## src/rtl/softmax_exp_sum.sv

```systemverilog
// softmax_exp_sum
// First stage of a fixed-point softmax. Signed Q4.4 logits are turned into
// 2^x approximations, buffered and summed over one vector; once the vector
// closes, the position of the leading one of the sum becomes a shared
// exponent. The buffered powers are then replayed, one beat per element,
// toward the divider together with that exponent.
module softmax_exp_sum #(
  parameter int MAX_LEN = 16
) (
  input  logic        aclk,
  input  logic        rst_n,
  input  logic        in_tvalid,
  output logic        in_tready,
  input  logic [7:0]  in_tdata,
  input  logic        in_tlast,
  output logic        out_tvalid,
  input  logic        out_tready,
  output logic [7:0]  out_exponent,
  output logic [23:0] out_power,
  output logic        out_tlast,
  output logic        busy
);

  // Buffer index width, and count width (count reaches MAX_LEN itself).
  localparam int PW = $clog2(MAX_LEN);
  localparam int CW = PW + 1;
  localparam logic [CW-1:0] LAST_SLOT = CW'(MAX_LEN - 1);

  typedef enum logic [1:0] {
    ACCUM,
    CALC,
    EMIT
  } state_t;

  state_t state;
  state_t state_next;

  logic [23:0]   buffer [MAX_LEN];
  logic [27:0]   sum;
  logic [CW-1:0] count;
  logic [CW-1:0] len;
  logic [PW-1:0] rd_ptr;
  logic [7:0]    exponent;

  logic          in_fire;
  logic          vec_end;
  logic          out_fire;
  logic          beat_last;
  logic [3:0]    shift;
  logic [23:0]   power;
  logic [4:0]    sum_msb;
  logic [7:0]    exponent_next;

  // Index of the most significant set bit; the sum is never zero when used.
  function automatic logic [4:0] msb_index(input logic [27:0] v);
    logic [4:0] idx;
    idx = '0;
    for (int b = 0; b < 28; b++) begin
      if (v[b]) idx = 5'(b);
    end
    return idx;
  endfunction

  // Acceptance depends only on the state, so no loop forms through in_tready.
  assign in_fire  = in_tvalid && (state == ACCUM);
  assign vec_end  = in_fire && (in_tlast || (count == LAST_SLOT));
  assign out_fire = out_tvalid && out_tready;

  // Flipping the sign bit of the signed integer part i gives i+8 as an
  // unsigned 0..15 shift amount; {1, f} is the 16+f mantissa.
  assign shift = in_tdata[7:4] ^ 4'b1000;
  assign power = 24'({1'b1, in_tdata[3:0]}) << shift;

  assign sum_msb       = msb_index(sum);
  assign exponent_next = {3'b000, sum_msb} - 8'd16;

  assign beat_last = (CW'(rd_ptr) == (len - CW'(1)));

  // State register.
  always_ff @(posedge aclk) begin
    // NOTE: every clocked block uses non-blocking assignments so all
    // registers sample pre-edge values, regardless of block ordering.
    if (!rst_n) begin
      state <= ACCUM;
    end else begin
      state <= state_next;
    end
  end

  // Next-state decode and input-side handshake.
  always_comb begin
    // NOTE: defaults first, so no path leaves a signal unassigned and
    // synthesis never infers a latch.
    state_next = state;
    in_tready  = 1'b0;
    case (state)
      ACCUM: begin
        in_tready = 1'b1;
        if (vec_end) state_next = CALC;
      end
      CALC: begin
        state_next = EMIT;
      end
      EMIT: begin
        if (out_fire && beat_last) state_next = ACCUM;
      end
      default: begin
        state_next = ACCUM;
      end
    endcase
  end

  // Accumulation, exponent capture and the emit-side pointer and valid.
  always_ff @(posedge aclk) begin
    if (!rst_n) begin
      count      <= '0;
      sum        <= '0;
      rd_ptr     <= '0;
      len        <= '0;
      exponent   <= '0;
      out_tvalid <= 1'b0;
    end else begin
      case (state)
        ACCUM: begin
          if (in_fire) begin
            sum   <= sum + 28'(power);
            count <= count + CW'(1);
          end
        end
        CALC: begin
          exponent <= exponent_next;
          len      <= count;
          rd_ptr   <= '0;
        end
        EMIT: begin
          // The first EMIT cycle only raises valid, which gives the
          // two-cycle latency from the closing input to the first beat.
          if (!out_tvalid) begin
            out_tvalid <= 1'b1;
          end else if (out_tready) begin
            if (beat_last) begin
              out_tvalid <= 1'b0;
              sum        <= '0;
              count      <= '0;
              rd_ptr     <= '0;
            end else begin
              rd_ptr <= rd_ptr + PW'(1);
            end
          end
        end
        default: begin
        end
      endcase
    end
  end

  // Power buffer written on each accepted logit.
  always_ff @(posedge aclk) begin
    // NOTE: the buffer has no reset; a slot is always written before it is
    // read, and outputs are gated so stale contents never appear.
    if (in_fire) begin
      buffer[count[PW-1:0]] <= power;
    end
  end

  // Output beat; the payload is forced to zero outside a valid beat.
  assign out_power    = out_tvalid ? buffer[rd_ptr] : '0;
  assign out_exponent = exponent;
  assign out_tlast    = out_tvalid && beat_last;
  assign busy         = (state != ACCUM) || (count != '0);

endmodule
```

## config.mk

```make
export PLATFORM = sky130hd
export DESIGN_NAME = softmax_exp_sum
export DESIGN_NICKNAME = d
export VERILOG_FILES = /design/src/rtl/softmax_exp_sum.sv
export SDC_FILE = /design/constraint.sdc
export NUM_CORES = 1
export LEC_CHECK = 0
export BUFFER_PORTS_ARGS = -buffer_cell sky130_fd_sc_hd__clkbuf_2
export CAP_MARGIN = 5
export CELL_PAD_IN_SITES_DETAIL_PLACEMENT = 1
export CELL_PAD_IN_SITES_GLOBAL_PLACEMENT = 2
export CORE_ASPECT_RATIO = 0.7
export CORE_MARGIN = 2
export CORE_UTILIZATION = 46
export CTS_BUF_LIST = sky130_fd_sc_hd__clkbuf_16
export DETAILED_ROUTE_END_ITERATION = 10
export GPL_TIMING_DRIVEN = 0
export HOLD_SLACK_MARGIN = 0.1
export PLACE_DENSITY = 0.83
export SKIP_LAST_GASP = 1
export SLEW_MARGIN = 5
export SYNTH_ARGS = -nofsm -noshare
export SYNTH_HDL_FRONTEND = slang
export SYNTH_SLANG_ARGS = --single-unit
```

## constraint.sdc

```tcl
create_clock -name aclk -period 5.4 [get_ports aclk]
set_input_delay 0.81 -clock aclk [delete_from_list [all_inputs] [get_ports aclk]]
set_output_delay 0.81 -clock aclk [all_outputs]
set_load 0.05 [all_outputs]
```

-- Word level (Yosys, flattened, before mapping)
Memory sizes are Yosys's and may differ from the RTL's. A register that Yosys moved wholly into a read port is not among the register bits.
Index checks and enable logic that the tools add are counted.
- add/sub/neg operators: 5
- eq/ne operators: 10
- shift operators: 1
- muxes and demuxes: 53
- bitwise gates (word level): 1
- reductions and logical operators: 15
- operators by type and width (cell ; count):
    two-way mux 5 bit ; 30
    two-way mux 28 bit ; 4
    one-hot mux 28 bit (2 select lines) ; 1
    adder 28 x 24 -> 28 bit ; 1
    two-way mux 24 bit ; 1
    left shift 5 x 4 -> 24 bit ; 1
    two-way mux 4 bit ; 5
    != test 2 bit (second input constant) ; 6
    one-hot mux 5 bit (2 select lines) ; 1
    one-hot mux 4 bit (2 select lines) ; 1
    two-way mux 1 bit ; 7
    one-hot mux 2 bit (3 select lines) ; 1
    nonzero test 2 bit ; 3
    subtractor 5 x 5 -> 6 bit (second input constant) ; 1
    adder 5 x 1 -> 5 bit (second input constant) ; 1
    equality test 4 x 5 -> 1 bit ; 1
    equality test 5 x 4 -> 1 bit (second input constant) ; 1
    logical AND 1 bit ; 5
    AND reduction 5 bit ; 1
    nonzero test 5 bit ; 1
    subtractor 5 x 1 -> 5 bit (second input constant) ; 1
    adder 4 x 1 -> 4 bit (second input constant) ; 1
    two-way mux 2 bit ; 2
    AND reduction 3 bit ; 1
    6 further kinds ; 7
- bits in registers: 53
- RAM bits: 384
- bits of input ports: 13
- output and inout port bits: 36
- word-level logic and storage cells: 93
- memories: 1
- memories (name ; depth ; width ; rd ports ; clocked after Yosys merged registers in ; write ports ; RTL line ; source):
    buffer ; 16 ; 24 ; 1 ; 1 ; 1 ; 38 ; logic [23:0] buffer [MAX_LEN];

-- Longest topological paths before layout
- depth in word-level cells: 28
- gate-level depth with buffers: 15

-- Least setup slack after synthesis
OpenSTA, ideal clock, no wires.
- path type: in2reg
- from: input in_tdata[5]
- to: register sum[26]
- setup time: 0.070 ns
- arrival: 3.949 ns
- data required time: 5.330 ns
- slack: 1.381 ns
- stages: 13
- buffers on the path: 1
- cells stage by stage: clkbuf_1 mux2_2 o21ai_0 mux2_2 nor2b_1 ha_1 o21a_1 o31ai_2 or3_4 o21ai_2 a31oi_2 or4_1 a21oi_1
- cells in the longest elaborated chain, start to end: 4
- RTL lines (item ; RTL line ; source):
    start, declared ; 14 ; input logic [7:0] in_tdata,
    left shift 5 x 4 -> 24 bit ; 72 ; assign power = 24'({1'b1, in_tdata[3:0]}) << shift;
    net power[7] ; 50 ; logic [23:0] power;
    adder 28 x 24 -> 28 bit ; 126 ; sum <= sum + 28'(power);
    two-way mux 28 bit ; 125 ; if (in_fire) begin
    one-hot mux 28 bit (2 select lines) ; 123 ; case (state)
    end signal, assigned ; 126 ;
    end, declared ; 39 ; logic [27:0] sum;
The timed path passes the listed nets, and every way through them passes these cells. The select of a mux whose other input is x is not followed.
A chain may end at the register's enable or synchronous reset.

-- Worst setup path in the final report
- from: input in_tdata[4]
- to: register sum[25]
The elaborated chain is that of the path after synthesis.

==> reports/metrics.cfg <==
[setup_path]
cp.required_ps=5860
path_class=primary input to register
startpoint_type=primary input
crit_path_end_kind=register
critPathMaxFanout=17
worstPathArrival_ps=5070

[synth]
ys_warn_count=0
synthCells=958
syn-cell-area_mm2=0.0159
ys_types=67
async_reset_ff_share_pct=0
ys.flop_type=edfxtp_1
ys_ff_latch=374
syn_area_per_cell_um2=16.6
synth-edff-count=320
yosysSeqAreaShare_pct=67.2

[pwr]
p_leak_uw=0.00615
peakVddDrop_v=0.000175
power_density_mw_per_mm2=343

[cts]
cts_hold_buffers=0
cts_resized=0
worstSkewPairLatency_ps=550
post_cts.repair.setup_buffers=0
cts.root.buffer_cell=clkbuf_16
clock_sinks=374
htreeDepth=2
numCtsBuffers=37
cts_tree=done
cts_buffer_depth=3
clkSlewWorstSetupHoldPaths_ps=60

[finish]
nFillCells=3197
layout_commonest_cell=edfxtp_1
drive_above_1_share_pct=25.3
area_delta_synth_final_pct=14.5
nNetsFinal=1095
final_cell_mix=edfxtp_1 (320), mux4_2 (100), nor2_1 (60)

[sta]
min_period_over_period_pct=85.3
fin_tns_setup_ps=0
hold_viol_final=0
fmax_ghz=0.217
worst-slew-pin-transition_ps=1310
post-route-min-period_ps=4610
finClkSkew_ps=19.7
setup_viol=0
drv_slew=0
relSlewSlack_pct=12.2
whs_ps=472
rsz0062_at_grt=no

[global_route]
grt-ovfl-total=0
grt.total_usage_pct=23.1
grt_pass1_wl_um=61000
grt_max_degree=21
grt_pass1_vias=9464
antenna_found_initial=5

[floorplan]
die-height_um=160
pin_count=49
start_util_pct=47.1
coreArea_mm2=0.0338
row_count=56
die_w_um=226
die_area_mm2=0.0361

[min_path]
min_path_type=primary input to register

[route]
drc=0
viasPerCell=5.85
routed_wl_um=40700
drtPass1Iterations=5
vias=9049
wl_per_cell_um=26.3
drt_iter0_markers=915
ant_nets=0

[run]
drv_cap=0

[placed_design]
io_buffers=41
dpl.hpwl_um=27200
gp_congestion=0.785

[outcome]
status=completed

-- report_power, final --
group          internal (µW)  switching, µW  leakage (µW)
Clock                   1530           1120      0.000632
Combinational            126            259       0.00210
Sequential              3180           26.8       0.00341
-- critical path: stages --
cell	delay, ps
clkbuf_1	330
mux2i_1	130
or2_2	330
mux2_2	290
nor2b_1	940
ha_1	460
o21a_4	250
and4b_1	190
a21oi_1	340
o21bai_1	190
a21oi_1	460
o21ai_0	180
a21oi_1	160
-- layout make-up --
class                   instances  area (µm²)  share of cell area, %
flip-flops and latches        374       10700                   58.7
repair buffers                 54         348                   1.91
inverters                      18        67.6                  0.371
multi-input cells             521        5070                   27.8
diodes                          2        5.00                 0.0275
plain buffers                  48         220                   1.21
well taps                     464         581                   3.19
clock buffers                  38         951                   5.22
clock inverters                29         283                   1.55
-- registers in the layout, summed over array words and instances (netlist names), named ones only --
register and cells:
rd_ptr 4, count 5, sum 28, out_tvalid 1, state 2, buffer 320, out_exponent 5, len 5
-- Yosys cell counts (all sizes together), types with 2 or more instances --
cell    instances  share of area, %
nand3           7              0.22
nand2b          9              0.35
xnor2          14              0.77
xor2            7              0.39
o22ai           4              0.16
and3            5              0.20
buf            20              0.72
nand4b          2              0.11
a31o            2              0.11
a211oi          4              0.19
nand4           4              0.20
clkbuf         28              0.66
nand3b          2             0.094
edfxtp        320                60
dfxtp          54               6.8
or3             8              0.35
mux4          100                14
a31oi           7              0.31
a22oi          10              0.47
and2           25              0.98
or4             5              0.24
a21o           15              0.73
or2             3              0.12
o21ai          20              0.68
a21oi          45               1.4
nor3           18              0.57
mux2            4              0.28
o21bai          6              0.28
nor2           79               1.9
nand2          34              0.80
a22o           10              0.55
inv            17              0.40
o31ai          10              0.50
ha             27               2.1
o21a            5              0.28
mux2i           3              0.19
nor2b           7              0.28
-- kinds of logic after synthesis --
| kind of cell | Yosys count | synth area share, % |
|---|---|---|
| fa+ha+maj | 28 | 2.25 |
| mux | 107 | 14.6 |
| buf+inv | 66 | 1.81 |
| flops | 374 | 67.2 |
| simple gates | 212 | 6.59 |
| xor+xnor | 21 | 1.16 |
| compound gates | 149 | 6.34 |
| other cells | 1 | 0.0236 |
-- per-stage QoR --
stage	instances	instance area, µm²	total power [µW]	setup slack [ps]	util, %
finish	1548	18200	6240	794	53.9
CTS	1546	18200	6270	789	53.8
detailed placement	1479	16900	3650	242	50.2
global placement	1466	16700	3630	184	49.5
floorplan	961	15900	3520	1380	-
global route	1547	18200	6420	395	53.9
-- per-layer routing --
metal	routed length [µm]	GRT usage, %	vias up
met5	0	0	-
met4	1080	6.85	0
met3	2990	4.47	64
met2	18600	35.1	307
met1	18000	33.9	4681
li1	-	-	3997
-- worst paths after layout --
| path | cells after the start | endpoint | slack [ps] | start |
|---|---|---|---|---|
| setup / recovery | 13 | sum[25] | 790 | in_tdata[4] |
| hold / removal | 2 | state[0] | 470 | in_tlast |
| setup reg to reg | 6 | buffer[9][18] | 2480 | state[0] |
| hold reg to reg | 2 | len[4] | 480 | len[4] |
(Power assumes the default switching activity.)
